## src/rtl/timecounter_pkg.sv

```systemverilog
// timecounter_pkg: shared encodings for the time-of-day counter.
//   - edit field select codes (sel input)
//   - hold-to-repeat FSM states
//   - hour12(): 24 h internal hour to 1..12 display hour
package timecounter_pkg;

    localparam logic [1:0] SEL_NONE = 2'b00;
    localparam logic [1:0] SEL_SEC  = 2'b01;
    localparam logic [1:0] SEL_MIN  = 2'b10;
    localparam logic [1:0] SEL_HOUR = 2'b11;

    typedef enum logic [1:0] {
        RPT_IDLE   = 2'd0,
        RPT_WAIT   = 2'd1,
        RPT_REPEAT = 2'd2
    } rpt_state_t;

    // Hour 0 and 12 both display as 12. Values above 23 are folded as well,
    // so a non-24 MOD_H still gives a value in 1..12.
    function automatic logic [4:0] hour12(input logic [4:0] h);
        logic [4:0] r;
        if (h >= 5'd24)
            r = h - 5'd24;
        else if (h >= 5'd12)
            r = h - 5'd12;
        else
            r = h;
        return (r == 5'd0) ? 5'd12 : r;
    endfunction

endpackage

```

## src/rtl/timecounter_rpt_field.sv

```systemverilog
// tc_field: generic modulo-MOD up/down register.
//   clk, rst_n : clock, asynchronous active-low reset (q -> 0)
//   carry_in   : running increment from the lower field or the tick
//   en_up      : edit step up   (wraps MOD-1 -> 0, no carry out)
//   en_dn      : edit step down (wraps 0 -> MOD-1, no carry out)
//   q          : current value 0..MOD-1
//   wrap_out   : carry_in is wrapping this field to 0 this cycle
module tc_field #(
    parameter int MOD = 60,
    parameter int W   = 6
) (
    input  logic         clk,
    input  logic         rst_n,
    input  logic         en_up,
    input  logic         en_dn,
    input  logic         carry_in,
    output logic [W-1:0] q,
    output logic         wrap_out
);

    localparam logic [W-1:0] TOP = W'(MOD - 1);

    logic [W-1:0] q_reg;

    // Only the running carry propagates; edits wrap silently.
    assign wrap_out = carry_in & (q_reg == TOP);
    assign q        = q_reg;

    always_ff @(posedge clk or negedge rst_n) begin
        if (!rst_n) begin
            q_reg <= '0;
        end else if (carry_in | en_up) begin
            q_reg <= (q_reg == TOP) ? '0 : q_reg + W'(1);
        end else if (en_dn) begin
            q_reg <= (q_reg == '0) ? TOP : q_reg - W'(1);
        end
    end

endmodule

```

## src/rtl/timecounter_rpt.sv

```systemverilog
// timecounter_rpt: HH:MM:SS time-of-day counter with hold-to-repeat editing.
//   clk, rst_n       : clock, asynchronous active-low reset
//   tick1Hz          : 1 Hz square wave, rising edge advances time when running
//   freeze           : 1 = time halted, editing enabled
//   inc, dec         : debounced edit buttons (levels)
//   sel              : edit field (none / seconds / minutes / hours)
//   mode12           : 1 = 12 h display on hh/pm
//   ss, mm, hh, pm   : display outputs
//   dayroll          : one-cycle pulse on a running wrap to 00:00:00
// Optional (macro TIMECOUNTER_ALARM_EN):
//   alarm_on, alarm_hh (24 h), alarm_mm : alarm setting
//   alarm_hit        : one-cycle pulse when a running tick lands on hh:mm:00
module timecounter_rpt
    import timecounter_pkg::*;
#(
    parameter int MOD_S        = 60,
    parameter int MOD_M        = 60,
    parameter int MOD_H        = 24,
    parameter int REPEAT_DELAY = 25_000_000,
    parameter int REPEAT_RATE  = 5_000_000,
    parameter int RPT_W        = 25
) (
    input  logic       clk,
    input  logic       rst_n,
    input  logic       tick1Hz,
    input  logic       freeze,
    input  logic       inc,
    input  logic       dec,
    input  logic [1:0] sel,
    input  logic       mode12,
    output logic [5:0] ss,
    output logic [5:0] mm,
    output logic [4:0] hh,
    output logic       pm,
    output logic       dayroll
`ifdef TIMECOUNTER_ALARM_EN
    ,
    input  logic       alarm_on,
    input  logic [4:0] alarm_hh,
    input  logic [5:0] alarm_mm,
    output logic       alarm_hit
`endif
);

    localparam logic [RPT_W-1:0] DELAY_LD = RPT_W'(REPEAT_DELAY);
    localparam logic [RPT_W-1:0] RATE_LD  = RPT_W'(REPEAT_RATE);

    logic             tick_q_reg;
    logic             run_tick;
    logic             dayroll_reg;

    rpt_state_t       state_reg;
    logic [RPT_W-1:0] cnt_reg;
    logic             step_reg;
    logic             dir_up_reg;
    logic             lock_reg;
    logic [1:0]       sel_q_reg;

    logic             edit_up, edit_dn;
    logic [5:0]       s_q, m_q;
    logic [4:0]       h_q;
    logic             s_wrap, m_wrap, h_wrap;

    assign run_tick = tick1Hz & ~tick_q_reg & ~freeze;

    // Steps go to the field captured at the press; a later sel change aborts
    // the hold, so the pending step never lands on a different field.
    assign edit_up = step_reg & freeze & dir_up_reg;
    assign edit_dn = step_reg & freeze & ~dir_up_reg;

    always_ff @(posedge clk or negedge rst_n) begin
        if (!rst_n) begin
            tick_q_reg  <= 1'b0;
            dayroll_reg <= 1'b0;
        end else begin
            tick_q_reg  <= tick1Hz;
            dayroll_reg <= h_wrap;
        end
    end

    // Hold-to-repeat FSM. lock_reg demands all buttons released before the
    // next press is accepted; it is armed out of reset and whenever a hold is
    // cut short by sel or freeze, so a button still held then never steps.
    always_ff @(posedge clk or negedge rst_n) begin
        if (!rst_n) begin
            state_reg  <= RPT_IDLE;
            cnt_reg    <= '0;
            step_reg   <= 1'b0;
            dir_up_reg <= 1'b0;
            lock_reg   <= 1'b1;
            sel_q_reg  <= SEL_NONE;
        end else begin
            step_reg <= 1'b0;
            if (!freeze) begin
                state_reg <= RPT_IDLE;
                lock_reg  <= inc | dec;
            end else begin
                case (state_reg)
                    RPT_IDLE: begin
                        if (lock_reg) begin
                            if (!inc && !dec)
                                lock_reg <= 1'b0;
                        end else if (sel != SEL_NONE && (inc ^ dec)) begin
                            step_reg   <= 1'b1;
                            dir_up_reg <= inc;
                            sel_q_reg  <= sel;
                            cnt_reg    <= DELAY_LD;
                            state_reg  <= RPT_WAIT;
                        end
                    end
                    RPT_WAIT, RPT_REPEAT: begin
                        if (sel != sel_q_reg) begin
                            state_reg <= RPT_IDLE;
                            lock_reg  <= 1'b1;
                        end else if ((inc && dec) || (dir_up_reg ? !inc : !dec)) begin
                            state_reg <= RPT_IDLE;
                        end else if (cnt_reg <= RPT_W'(1)) begin
                            // Counter reaches zero on this edge: steps are
                            // spaced exactly DELAY, then RATE, cycles apart.
                            step_reg  <= 1'b1;
                            cnt_reg   <= RATE_LD;
                            state_reg <= RPT_REPEAT;
                        end else begin
                            cnt_reg <= cnt_reg - RPT_W'(1);
                        end
                    end
                    default: state_reg <= RPT_IDLE;
                endcase
            end
        end
    end

    tc_field #(.MOD(MOD_S), .W(6)) u_sec (
        .clk      (clk),
        .rst_n    (rst_n),
        .en_up    (edit_up & (sel_q_reg == SEL_SEC)),
        .en_dn    (edit_dn & (sel_q_reg == SEL_SEC)),
        .carry_in (run_tick),
        .q        (s_q),
        .wrap_out (s_wrap)
    );

    tc_field #(.MOD(MOD_M), .W(6)) u_min (
        .clk      (clk),
        .rst_n    (rst_n),
        .en_up    (edit_up & (sel_q_reg == SEL_MIN)),
        .en_dn    (edit_dn & (sel_q_reg == SEL_MIN)),
        .carry_in (s_wrap),
        .q        (m_q),
        .wrap_out (m_wrap)
    );

    tc_field #(.MOD(MOD_H), .W(5)) u_hour (
        .clk      (clk),
        .rst_n    (rst_n),
        .en_up    (edit_up & (sel_q_reg == SEL_HOUR)),
        .en_dn    (edit_dn & (sel_q_reg == SEL_HOUR)),
        .carry_in (m_wrap),
        .q        (h_q),
        .wrap_out (h_wrap)
    );

    assign ss      = s_q;
    assign mm      = m_q;
    assign hh      = mode12 ? hour12(h_q) : h_q;
    assign pm      = mode12 & (h_q >= 5'd12);
    assign dayroll = dayroll_reg;

`ifdef TIMECOUNTER_ALARM_EN
    // Match against the values this tick is about to load; s_wrap already
    // implies a running tick and ss becoming 0.
    logic       alarm_hit_reg;
    logic [5:0] m_after;
    logic [4:0] h_after;

    assign m_after = m_wrap ? 6'd0 : m_q + 6'd1;
    assign h_after = h_wrap ? 5'd0 : (m_wrap ? h_q + 5'd1 : h_q);

    always_ff @(posedge clk or negedge rst_n) begin
        if (!rst_n)
            alarm_hit_reg <= 1'b0;
        else
            alarm_hit_reg <= alarm_on & s_wrap & (m_after == alarm_mm) & (h_after == alarm_hh);
    end

    assign alarm_hit = alarm_hit_reg;
`endif

endmodule

```

## config.mk

```make
export PLATFORM = sky130hd
export DESIGN_NAME = timecounter_rpt
export DESIGN_NICKNAME = d
export VERILOG_FILES = /design/src/rtl/timecounter_pkg.sv /design/src/rtl/timecounter_rpt_field.sv /design/src/rtl/timecounter_rpt.sv
export SDC_FILE = /design/constraint.sdc
export NUM_CORES = 1
export LEC_CHECK = 0
export BUFFER_PORTS_ARGS = -buffer_cell sky130_fd_sc_hd__buf_2
export CELL_PAD_IN_SITES_DETAIL_PLACEMENT = 2
export CELL_PAD_IN_SITES_GLOBAL_PLACEMENT = 2
export CORE_MARGIN = 1
export CORE_UTILIZATION = 34
export CTS_CLUSTER_DIAMETER = 50
export DETAILED_ROUTE_END_ITERATION = 8
export GPL_ROUTABILITY_DRIVEN = 0
export PLACE_DENSITY = 0.78
export SLEW_MARGIN = 40
export SYNTH_ARGS = -nofsm -noshare
export SYNTH_HDL_FRONTEND = slang
export SYNTH_HIERARCHICAL = 1
export SYNTH_SLANG_ARGS = --single-unit
```

## constraint.sdc

```tcl
create_clock -name clk -period 2.3 [get_ports clk]
set_clock_uncertainty 0.15 [all_clocks]
set_input_delay 0 -clock clk [delete_from_list [all_inputs] [get_ports clk]]
set_output_delay 0 -clock clk [all_outputs]
set_load 0.01 [all_outputs]
```

; Yosys cells after proc, flatten, opt, wreduce, memory -nomap -nowiden
; Cells that the tools add are included.
[totals]
reg_bits = 51
latch_bits = 0
ramBits = 0
mem_bits_ro = 0
in_bits = 9
memories = 0
[op_classes]
n_addsub = 9
n_mul = 0
div = 0
n_lt_le_gt_ge = 3
n_eq_ne = 18
shift = 0
muxes = 42
bitwise_logic = 24
n_reduce_logical = 21
[ops]
columns = cell, n
row1 = $mux 25, 5
row2 = $pmux 25 s2, 1
row3 = $mux 6, 8
row4 = $mux 5, 8
row5 = $le 25x1->1 const B, 1
row6 = $sub 25x1->25 const B, 1
row7 = $and 1x1->1, 15
row8 = $add 6x1->6 const B, 2
row9 = $eq 6x6->1 const B, 2
row10 = $logic_not 6->1, 2
row11 = $mux 2, 6
row12 = $sub 6x1->6 const B, 2
row13 = $mux 1, 11
row14 = $logic_not 5->1, 2
row15 = $reduce_bool 2->1, 5
row16 = $ne 3x3->1 const B, 3
row17 = $ne 2x2->1 const B, 4
row18 = $eq 2x2->1 const B, 3
row19 = $reduce_and 6->1, 1
row20 = $add 5x1->5 const B, 1
row21 = $eq 5x5->1 const B, 1
row22 = $ge 5x4->1 const B, 1
row23 = $ge 5x5->1 const B, 1
row24 = $ne 5x5->1 const B, 1
row25 = 19 further kinds, 30

; Longest topological paths before layout
; Gate-level depths: netlist (run 1).
[depth]
ltp_word = 7
mapped_depth = 9
ltp_nobuf = 8

; Modules after synthesis
; Netlist (run 1), hierarchy kept.
[modules_own_cells]
columns = module, n_inst, cells_each, area_per_inst_um2, seq_area_each_um2
row1 = timecounter_rpt, 1, 270, 2411.1, 852.1
row2 = tc_field at u_min ..., 2, 59, 501.7, 150.1
row3 = tc_field at u_hour, 1, 39, 381.6, 125.1

; Worst setup path before layout (run 1)
; OpenSTA, ideal clock, no wires.
[synth_path]
kind = reg-to-reg
startpoint = reg u_sec.q_reg[0] (netlist: u_sec/q[0])
endpoint = reg u_hour.q_reg[3] (netlist: u_hour/q[3])
setup_ps = 132
arrival_time_ps = 2276
t_required_ps = 2018
setup_slack_ps = -258
stages_incl_launch_ff = 9
n_path_buf = 0
period_less_slack_ps = 2558
path_cell_list = dfrtp_1 ha_1 nor2b_1 and4_1 and2_1 and2_1 or3b_1 o211ai_2 or3b_1
[synth_between]
elab_chain_len = 5
word_cells_on_any_way = 6
classes_between = eq/ne (1) / mux (1) / bitwise (3) / reduce/logical (1)
[synth_lines]
columns = item, line
row1 = "start, declared", timecounter_rpt_field.sv:23  ; logic [W-1:0] q_reg;
row2 = "start signal, assigned", timecounter_rpt_field.sv:33  ; q_reg <= (q_reg == TOP) ? '0 : q_reg + W'(1);
row3 = "start signal, assigned", timecounter_rpt_field.sv:35  ; q_reg <= (q_reg == '0) ? TOP : q_reg - W'(1);
row4 = $eq 6x6->1 (*), timecounter_rpt_field.sv:26  ; assign wrap_out = carry_in & (q_reg == TOP);
row5 = $and 1x1->1 (*), timecounter_rpt_field.sv:26
row6 = net s_wrap, timecounter_rpt.sv:62  ; logic s_wrap, m_wrap, h_wrap;
row7 = $and 1x1->1 (*), timecounter_rpt_field.sv:26
row8 = net m_wrap, timecounter_rpt.sv:62
row9 = $or 1x1->1 (*), timecounter_rpt_field.sv:32  ; end else if (carry_in | en_up) begin
row10 = $mux 5 / $reduce_bool 2->1 (equally long branches), --
row11 = "end signal, assigned", timecounter_rpt_field.sv:33
row12 = "end signal, assigned", timecounter_rpt_field.sv:35
row13 = "end, declared", timecounter_rpt_field.sv:23
; Mark *: on every way through the listed nets, which the timed path passes. The rest lies on a longest branch.
; A chain may end at the register's enable or synchronous reset.

; Final worst setup path (run 1)
[layout_path]
startpoint = reg u_hour.q_reg[3] (netlist: u_hour/q[3])
endpoint = out hh[3]
[layout_between]
elab_chain_len = 6
word_cells_on_any_way = 9
classes_between = add/sub (2) / order compare (2) / mux (4) / reduce/logical (1)
[layout_lines]
columns = item, line
row1 = $sub 5x4->5 / $ge 5x4->1 (equally long branches), "timecounter_pkg.sv:25, timecounter_pkg.sv:24"
row2 = $mux 5, timecounter_pkg.sv:24  ; else if (h >= 5'd12)
row3 = $mux 5, timecounter_pkg.sv:22  ; if (h >= 5'd24)
row4 = $logic_not 5->1, timecounter_pkg.sv:28  ; return (r == 5'd0) ? 5'd12 : r;
row5 = $mux 5, timecounter_pkg.sv:28
row6 = $mux 5 (*), timecounter_rpt.sv:165  ; assign hh = mode12 ? hour12(h_q) : h_q;
row7 = "end, declared", timecounter_rpt.sv:33  ; output logic [4:0] hh,
; Every way passes the cells marked *; elsewhere a longest branch is shown, timed or not.

==> results of run 1 <==
## worst min-delay path, cell delays in order
cell and delay [ns]:
buf_2 0.13, inv_1 0.07, ha_1 0.21, a221oi_1 0.11
## cell usage after synthesis (4+ instances only)
cell and instances:
dfrtp_1 50, o21ai_0 29, nor2_1 28, inv_1 27, nand2_1 27, a21oi_1 20
ha_1 19, nor3_1 17, nand3_1 15, a31oi_1 13, nand2b_1 10, nor4_1 8
and3_1 7, clkbuf_1 7, and4_1 6, o21ai_1 6, and2_1 5, buf_2 5
mux2i_1 5, nor3b_1 5, o31a_1 5, or4_1 5, xor2_1 5, a211oi_1 4
o211ai_1 4, o21bai_1 4
## power by group
group          leakage (nW)  switching (mW)  internal (mW)
Sequential            0.614           0.415           1.22
Combinational          1.67            2.18           1.72
Clock                0.0482           0.352          0.245
Total                  2.33            2.94           3.18
## repair_timing
action,4_1_cts,5_1_grt
gates resized for setup,39,63
gates cloned,0,2
pin swaps,27,25
setup endpoints to repair,30,40
setup buffers,16,20
hold buffers,6,0
endpoints found under the hold margin,56,0
## final timing paths
kind / startpoint / endpoint
setup reg to reg: state_reg[0] / cnt_reg[6]
max in group asynchronous: rst_n / lock_reg
setup / recovery: u_hour/q[3] / hh[3]
hold reg to reg: cnt_reg[24] / cnt_reg[24]
min in group asynchronous: rst_n / u_hour/q[1]
hold / removal: inc / lock_reg
## cell families after synthesis
| group | after synthesis | share of synthesized area, % |
|---|---|---|
| and+or+nand+nor | 164 | 25.87 |
| AOI/OAI and AO/OA | 132 | 24.52 |
| DFF | 51 | 33.65 |
| buffers and inverters | 45 | 5.636 |
| adders and majority gates | 19 | 6.262 |
| xor gates and xnor gates | 8 | 1.846 |
| muxes | 8 | 2.208 |
## metal layers
metal / part of all wire (%) / up-vias
met5: 0 / -
met4: 3.4 / 0
met3: 3.3 / 47
met2: 53 / 110
met1: 41 / 2170
li1: - / 1867
## per-stage QoR
step,std cells,instance area (um^2),TNS (ns),power (mW)
global placement,647,4614,-0.01033,4.330
global route,698,5461,-5.022,6.459
detailed placement,647,4614,-1.127,4.530
CTS,676,5019,-1.024,5.400
floorplan,427,3872,-0.03309,3.259
finish,698,5461,-2.975,6.125
## layout make-up
class                      instances  area (um^2)
fill                            1151         5379
clock inverter                     1        5.005
clock buffer                       7        86.33
tap                              140        175.2
inverter                          27        101.3
multi-input combinational        331         2713
timing repair buffer             141         1094
sequential                        51         1287
==> summary.md, run 1 <==
| Metric | Value |
|---|---|
| I/O pin count | `28` |
| DIE AREA | `11590 um^2` |
| Total grt overflow | `0` |
| Slowest cell on crit path | `dfrtp_2` |
| Post-synthesis sequential area ratio | `33.65%` |
| Overall die width | `107.7 um` |
| Crit path cell chain | `ha_4, or3b_4, a221oi_4, a221oi_2, buf_4, buf_4, o31a_1, buf_2` |
| Post-synth top area cell | `dfrtp_1` |
| Core ar. | `10840 um^2` |
| Yosys cell types | `78` |
| Root buf cell | `clkbuf_8` |
| Area grow syn2layout | `43.87%` |
| # nets final | `585` |
| Most common cell after layout, fill and taps aside | `buf_4` |
| Worst hold path depth | `4` |
| Max Fclk | `0.3747 GHz` |
| Largest net degree at the start of global routing | `30` |
| Max VDD drop | `0.5602 mV` |
| Max Cap Viol | `0` |
| Worst Hold Class | `input port to flop` |
| Syn. warnings | `6` |
| CP Max Fanout | `3` |
| Finish-stage setup viols | `29` |
| Worst-margin pin slew | `0.6171 ns` |
| Antenna cells | `0` |
| R2r setup slk | `-0.19 ns` |
| Worst reg2reg path depth | `8` |
| Pwr Density | `1122 nW/um^2` |
| Hold Vio Cnt, Final | `0` |
| Routed WL | `17.93 mm` |
| Cell family with most CP delay | `compound AO/OA/AOI/OAI gates` |
| First-pass GRT wire length | `25.12 mm` |
| Startpoint Class | `flop` |
| Slew Limit Fails | `0` |
| Mapped Cells | `427` |
| Final Hold Slack | `0.05884 ns` |
| Number of core rows | `38` |
| Area contributors post-synth | `dfrtp_1 (33%), ha_1 (6.3%), o21ai_0 (3.8%)` |
| Unrepaired setup endpoints after global routing | `true` |
| Critical path buffers and inverters | `3` |
| Share of post-route cells with drive strength above 1 | `43.01%` |
| Worst-path clk slew | `0.11 ns` |
| Top Usage Layer GRT | `met2` |
| Critical path depth in cells | `8` |
| Ys async rst share | `100.0%` |
| Most used DFF post-synth | `dfrtp_1` |
| Met3 usage | `3.995%` |
| CTS Buf Count | `5` |
| DP HPWL | `10.10 mm` |
| Max incr delay on CP | `0.48 ns` |
| Routed len/inst | `25.68 um` |
| Initial DRC Count | `246` |
| Drt pass-1 iters | `5` |
| CTS sink cnt | `51` |
| Number of global-route vias before repair | `4567` |
| Met1 GRT Util | `33.78%` |
| Post-synth EDFFs | `0` |
| Pre-CTS WS | `-0.1342 ns` |
| Critical Path Sink Type | `primary output` |
| Clock latency on the worst-skew pair | `0.33 ns` |
| Drt drc | `0` |
| CTS tree | `built` |
| Number of port buffers | `27` |
| CP Data Required Time | `2.15 ns` |
| Synthesis-stage register bit count | `51` |
| Setup CP Type | `flop to primary output` |
| Leakage power | `2.335 nW` |
| Largest register FFs | `25` |
| Worst rel slew slack | `58.86%` |
| Post-DRT Antenna Nets | `0` |
| Synthesized area per cell | `8.890 um^2` |
| Initial core utilization | `35.02%` |
| Initial antenna violation count | `0` |
| Synth top area share | `32.96%` |
| Min Tclk post-route | `2.669 ns` |
| Post-synthesis net count | `455` |
| Die Y-Extent | `107.7 um` |
| Final worst slack | `-0.3687 ns` |
| Htree depth | `2` |
| Most frequent cells in the layout | `buf_4 (90), dfrtp_1 (42), buf_2 (28), nand2_1 (25), nor2_1 (24)` |
| Post-Syn Area | `3796 um^2` |
| Met2 GRT Util | `50.87%` |
| Final Util | `50.38%` |
| Arr. time, crit path | `2.52 ns` |
| All-Layer GR Usage | `28.14%` |
| CP dominant cell by count | `buf_4` |
| Status | `finished with violations` |
| CTS Buffer Depth | `2` |
| Drt via density | `6.009` |
| Routed vias | `4194` |
| Part of the cycle the worst path needs | `116.0%` |
| Failing checks | `negative setup slack` |
Power figures use the tool's default switching activity.
==> inputs of run 2 (changes only) <==
--- a/config.mk
+++ b/config.mk
@@ -9,11 +9,12 @@
 export CELL_PAD_IN_SITES_DETAIL_PLACEMENT = 2
 export CELL_PAD_IN_SITES_GLOBAL_PLACEMENT = 2
 export CORE_MARGIN = 1
-export CORE_UTILIZATION = 34
+export CORE_UTILIZATION = 38
 export CTS_CLUSTER_DIAMETER = 50
 export DETAILED_ROUTE_END_ITERATION = 8
 export GPL_ROUTABILITY_DRIVEN = 0
-export PLACE_DENSITY = 0.78
+export PLACE_DENSITY = 0.82
+export SKIP_LAST_GASP = 1
 export SLEW_MARGIN = 40
 export SYNTH_ARGS = -nofsm -noshare
 export SYNTH_HDL_FRONTEND = slang
==> constraint.sdc (replaced) <==
create_clock -name clk -period 2.65 [get_ports clk]
set_clock_uncertainty 0.15 [all_clocks]
set_input_delay 0 -clock clk [delete_from_list [all_inputs] [get_ports clk]]
set_output_delay 0 -clock clk [all_outputs]
set_load 0.01 [all_outputs]
==> summary.md, run 2 (synthesis gave the netlist of run 1 again) <==
| Metric | Value |
|---|---|
| Arr. time, crit path | `2.59 ns (+0.07 ns)` |
| Clock latency on the worst-skew pair | `0.32 ns (about the same)` |
| Post-DRT Antenna Nets | `0 (unchanged)` |
| Routed vias | `3799 (-9.4%)` |
| Worst hold path depth | `4 (unchanged)` |
| Pre-CTS WS | `0.09534 ns (+0.2296 ns)` |
| CP Data Required Time | `2.50 ns (+0.35 ns)` |
| Setup crit start | `u_hour/q[2]` |
| Area grow syn2layout | `22.54%` |
| Design area | `4652 um^2 (-15%)` |
| Layout fillers | `1057 (-8.2%)` |
| Failing checks | `negative setup slack` |
| Drt pass-1 iters | `4 (-1)` |
| Drt drc | `0 (unchanged)` |
| Core ar. | `9729 um^2 (-10%)` |
| Share of post-route cells with drive strength above 1 | `25.05% (-18 points)` |
| R2r setup slk | `-0.03 ns (+0.16 ns)` |
| Area of all sequential standard cells | `1284 um^2 (-0.29%)` |
| DP HPWL | `9.277 mm (-8.2%)` |
| # nets final | `522 (-11%)` |
| DIE AREA | `10390 um^2 (-10%)` |
| Slew Limit Fails | `0 (unchanged)` |
| Number of port buffers | `27 (unchanged)` |
| Total grt overflow | `0 (unchanged)` |
| Worst reg2reg path depth | `8 (unchanged)` |
| Die Y-Extent | `102.0 um (-5.3%)` |
| Number of global-route vias before repair | `4052 (-11%)` |
| Worst-margin pin slew | `0.7126 ns (+0.09553 ns)` |
| Antenna cells | `0 (unchanged)` |
| Pwr Density | `981.8 nW/um^2 (-12%)` |
| CTS Buffer Depth | `2 (unchanged)` |
| Leakage power | `1.956 nW (-16%)` |
| Routed WL | `14.91 mm (-17%)` |
| CP Max Fanout | `4 (+1)` |
| Worst-path clk slew | `0.10 ns (about the same)` |
| Area of the multi-input gates | `2419 um^2 (-11%)` |
| Initial antenna violation count | `0 (unchanged)` |
| Drt via density | `6.049 (+0.68%)` |
| I/O pin count | `28 (unchanged)` |
| Crit path capture | `hh[2]` |
| Worst Hold Class | `input port to flop` |
| Initial DRC Count | `163 (-34%)` |
| Most common cell after layout, fill and taps aside | `dfrtp_1` |
| Unrepaired setup endpoints after global routing | `true` |
| Min Tclk post-route | `2.742 ns` |
| Max VDD drop | `0.4931 mV (-12%)` |
| All-Layer GR Usage | `28.48% (+0.34 points)` |
| Worst rel slew slack | `52.32% (-6.5 points)` |
| Htree depth | `2 (unchanged)` |
| Largest register FFs | `25 (unchanged)` |
| RR Startpoint | `u_sec/q[0]` |
| Max Fclk | `0.3647 GHz` |
| Status | `finished with violations` |
| Overall die width | `102.0 um (-5.3%)` |
| Critical Path Sink Type | `primary output` |
| Placement Cell Area | `4218 um^2 (-8.6%)` |
| Finish-stage setup viols | `4 (-86%)` |
| CTS tree | `built` |
| Final Util | `47.81% (-2.6 points)` |
| CTS Buf Count | `5 (unchanged)` |
| Root buf cell | `clkbuf_8` |
| Setup CP Type | `flop to primary output` |
| Startpoint Class | `flop` |
| Overall Power | `4.567 mW (-25%)` |
| Part of the cycle the worst path needs | `103.5%` |
| Reg2reg end | `u_hour/q[3]` |
| Hold Vio Cnt, Final | `0 (unchanged)` |
| Number of core rows | `36 (-5.3%)` |
| Max Cap Viol | `0 (unchanged)` |
| Most frequent cells in the layout | `dfrtp_1 (45), buf_4 (42), o21ai_0 (28)` |
| Final Hold Slack | `0.0007920 ns (-0.05804 ns)` |
| Inst Count DP | `600 (-7.3%)` |
| Routed len/inst | `23.74 um (-7.6%)` |
| Setup TNS | `-0.1274 ns (+2.847 ns)` |
| Final cell count without fillers | `628 (-10%)` |
| First-pass GRT wire length | `22.51 mm (-10%)` |
| Initial core utilization | `39.02% (+4.0 points)` |
| Final worst slack | `-0.09200 ns (+0.2767 ns)` |
| Largest net degree at the start of global routing | `24 (-20%)` |
| CTS sink cnt | `51 (unchanged)` |
## run 2: repair_timing
item	4_1_cts	5_1_grt
pin swaps	5	7
resized for setup	15	15
endpoints found under the hold margin	56	0
setup buffers	7	6
endpoints found under the setup margin	12	6
hold buffers	7	0
## run 2: routing by layer
layer  up-vias  share of wire, %  GRT usage (%)
met3        29               2.0          3.078
li1       1747                 -              -
met2        57                53          52.75
met5         -                 0              0
met1      1966                42          34.09
met4         0               2.7          10.00
## run 2: worst max-delay path: stages (launching register included)
cell,delay [ns]
dfrtp_2,0.46
buf_6,0.13
inv_4,0.05
ha_4,0.12
or4bb_4,0.47
and4_4,0.19
a221oi_4,0.28
buf_4,0.18
o21bai_1,0.07
a22o_1,0.19
buf_2,0.14
## run 2: worst min-delay path by stage
stage / startpoint / to / slack [ns]
3_3_place_gp: rst_n / cnt_reg[12] / -0.20
6_report: dec / lock_reg / 0.0008
2_1_floorplan: rst_n / cnt_reg[0] / -0.45
5_1_grt: dec / lock_reg / 0.03
4_1_cts: dec / lock_reg / 0.0004
3_5_place_dp: rst_n / cnt_reg[8] / -0.20
## run 2: power breakdown
| group | total, mW | internal, mW | leakage, nW | switching [mW] |
|---|---|---|---|---|
| clock | 0.680 | 0.377 | 0.0644 | 0.303 |
| combinational | 2.40 | 1.01 | 1.28 | 1.39 |
| sequential | 1.49 | 1.06 | 0.617 | 0.432 |
| total | 4.57 | 2.44 | 1.96 | 2.12 |
## run 2: final cells by class
class / instances / area share, %
repair buffers: 78 / 11.67
clock buffers: 5 / 1.479
well taps: 133 / 3.577
multi-input cells: 331 / 51.99
clock inverters: 3 / 1.452
inverters: 27 / 2.232
flip-flops and latches: 51 / 27.60
==> inputs of run 3 (changes only) <==
--- a/config.mk
+++ b/config.mk
@@ -9,11 +9,12 @@
 export CELL_PAD_IN_SITES_DETAIL_PLACEMENT = 2
 export CELL_PAD_IN_SITES_GLOBAL_PLACEMENT = 2
 export CORE_MARGIN = 1
-export CORE_UTILIZATION = 38
+export CORE_UTILIZATION = 39
+export CTS_BUF_LIST = sky130_fd_sc_hd__clkbuf_2
 export CTS_CLUSTER_DIAMETER = 50
 export DETAILED_ROUTE_END_ITERATION = 8
 export GPL_ROUTABILITY_DRIVEN = 0
-export PLACE_DENSITY = 0.82
+export PLACE_DENSITY = 0.84
 export SKIP_LAST_GASP = 1
 export SLEW_MARGIN = 40
 export SYNTH_ARGS = -nofsm -noshare
==> summary.md, run 3 (synthesis gave the netlist of run 1 again) <==
| Metric | Value |
|---|---|
| Status | `finished with violations` |
| Failing checks | `negative setup slack` |
| Worst-margin pin slew | `0.5811 ns (-0.1315 ns)` |
| Leakage power | `1.948 nW (-0.43%)` |
| DIE AREA | `10130 um^2 (-2.5%)` |
| Startpoint Class | `flop` |
| Slew Limit Fails | `0 (unchanged)` |
| CTS tree | `built` |
| Critical path buffers and inverters | `3 (-1)` |
| Area grow syn2layout | `20.76%` |
| I/O pin count | `28 (unchanged)` |
| Unrepaired setup endpoints after global routing | `true` |
| CP Data Required Time | `2.50 ns (about the same)` |
| Max VDD drop | `0.4496 mV (-8.8%)` |
| Core ar. | `9328 um^2 (-4.1%)` |
| Drt drc | `0 (unchanged)` |
| CTS Buf Count | `5 (unchanged)` |
| Htree depth | `2 (unchanged)` |
| Max Fclk | `0.3511 GHz (-3.7%)` |
| Crit path cell chain | `inv_2, ha_4, or4bb_4, and4_1, a221oi_2, buf_4, o21bai_1, a22o_1, buf_2` |
| Sequential power share | `34.0% (+1.4 points)` |
| Most frequent cells in the layout | `dfrtp_1 (44), buf_4 (39), o21ai_0 (29), buf_2 (28)` |
| DP HPWL | `8.939 mm (-3.6%)` |
| Final worst slack | `-0.1980 ns (-0.1060 ns)` |
| # nets final | `524 (+0.38%)` |
| Worst Hold Class | `input port to flop` |
| Share of post-route cells with drive strength above 1 | `24.75% (-0.30 points)` |
| Area of the multi-input gates | `2401 um^2 (-0.72%)` |
| Most common cell after layout, fill and taps aside | `dfrtp_1` |
| NetSw | `2.078 mW (-2.1%)` |
| CTS sink cnt | `51 (unchanged)` |
| Layout fillers | `1028 (-2.7%)` |
| Initial core utilization | `40.70% (+1.7 points)` |
| Largest register FFs | `25 (unchanged)` |
| Worst-path clk slew | `0.26 ns (+0.16 ns)` |
| Post-DRT Antenna Nets | `0 (unchanged)` |
| Drt via density | `5.967 (-1.4%)` |
| Design area | `4584 um^2 (-1.5%)` |
| Die Y-Extent | `100.7 um (-1.3%)` |
| Drt pass-1 iters | `4 (unchanged)` |
| Area of all sequential standard cells | `1285 um^2 (about the same)` |
| Part of the cycle the worst path needs | `107.5% (+4.0 points)` |
| Root buf cell | `clkbuf_2` |
| Internal power | `2.230 mW (-8.8%)` |
| Largest net degree at the start of global routing | `21 (-13%)` |
| Critical Path Sink Type | `primary output` |
| Min Tclk post-route | `2.848 ns (+0.1060 ns)` |
| Pwr Density | `939.7 nW/um^2 (-4.3%)` |
| Slowest cell on crit path | `dfrtp_2` |
| Total grt overflow | `0 (unchanged)` |
| First-pass GRT wire length | `21.02 mm (-6.6%)` |
| Clock latency on the worst-skew pair | `0.48 ns (+0.16 ns)` |
| Max Cap Viol | `0 (unchanged)` |
| Combinational power share | `55.9% (+3.4 points)` |
| CP Max Fanout | `4 (unchanged)` |
| Max incr delay on CP | `0.51 ns (+0.04 ns)` |
| Number of global-route vias before repair | `3999 (-1.3%)` |
| Arr. time, crit path | `2.70 ns (+0.11 ns)` |
| Routed WL | `13.84 mm (-7.2%)` |
| Number of port buffers | `27 (unchanged)` |
| Routed len/inst | `22.07 um (-7.1%)` |
| Pre-CTS WS | `0.1167 ns (+0.02132 ns)` |
| Overall die width | `100.7 um (-1.3%)` |
| Placement Cell Area | `4198 um^2 (-0.47%)` |
| Inst Count DP | `594 (-1.0%)` |
| CTS Buffer Depth | `2 (unchanged)` |
| Routed vias | `3741 (-1.5%)` |
| Number of core rows | `35 (-2.8%)` |
| Hold Vio Cnt, Final | `0 (unchanged)` |
| Initial DRC Count | `136 (-17%)` |
| Finish-stage setup viols | `3 (-1)` |
| Final cell count without fillers | `627 (-0.16%)` |
| Setup CP Type | `flop to primary output` |
| Cell family with most CP delay | `simple AND/OR/NAND/NOR gates` |
| Power share of the clock group | `10.1% (-4.8 points)` |
| Worst rel slew slack | `61.09% (+8.8 points)` |
| Initial antenna violation count | `1 (+1)` |
| All-Layer GR Usage | `26.74% (-1.7 points)` |
| Sw frac | `48.23% (+1.7 points)` |
==> run 3: what timing repair did <==
action / CTS / global route
resized for setup: 15 / 13
setup endpoints to repair: 3 / 12
hold buffers: 9 / 0
hold endpoints to repair: 61 / 0
pin swaps: 5 / 4
cloned: 0 / 0
setup buffers: 9 / 6
==> run 3: worst register-to-register path, stage by stage, from the launching register on <==
cell and delay, ns:
dfrtp_2 0.53, ha_1 0.25, nor2b_1 0.16, and4_1 0.29, and2_1 0.23, buf_4 0.17
o2111ai_1 0.32, nor3_1 0.11, or3b_1 0.38
==> run 3: layout make-up <==
| type | instances | area share, % |
|---|---|---|
| clock inverters | 3 | 0.8461 |
| multi-input cells | 331 | 52.37 |
| inverters | 27 | 2.211 |
| repair buffers | 80 | 12.42 |
| well taps | 129 | 3.521 |
| diodes | 1 | 0.05459 |
| flip-flops and latches | 51 | 28.03 |
| clock buffers | 5 | 0.5459 |
==> run 3: power groups by stage <==
stage	sequential [mW]	clock, mW	combinational (mW)
after floorplan	1.40	0	1.37
after global placement	1.43	0	1.97
after detailed placement	1.46	0	2.09
after CTS	1.44	0.444	2.25
after global routing	1.50	0.476	2.61
final	1.46	0.436	2.41
==> run 3: final timing paths <==
check / cells past startpoint / slack (ns) / end / start
setup / recovery: 9 / -0.20 / hh[2] / u_hour/q[2]
hold / removal: 2 / 0.06 / tick_q_reg / tick1Hz
setup reg to reg: 8 / -0.05 / u_hour/q[3] / u_min/q[0]
hold reg to reg: 1 / 0.40 / cnt_reg[17] / cnt_reg[17]
max in group asynchronous: 4 / 1.48 / u_hour/q[3] / rst_n
min in group asynchronous: 4 / 0.44 / step_reg / rst_n
==> run 3: metrics by stage <==
| step | util, % | hold slack [ns] | setup TNS (ns) | total power [mW] |
|---|---|---|---|---|
| after CTS | 48.02 | 0.01984 | -0.1895 | 4.129 |
| after floorplan | - | -0.4456 | 0 | 2.767 |
| final | 49.15 | 0.06240 | -0.3584 | 4.308 |
| after global placement | 45.00 | -0.1647 | 0 | 3.401 |
| after global routing | 49.15 | 0.03381 | -0.6960 | 4.588 |
| after detailed placement | 45.00 | -0.1616 | 0 | 3.550 |
==> run 3: routing by layer <==
metal  part of all wire, %  track usage (%)  wire, um
met3                   2.1            2.288       294
met2                    54            50.05      7423
met4                   2.7            8.361       375
met5                     0                0         0
met1                    42            32.27      5743
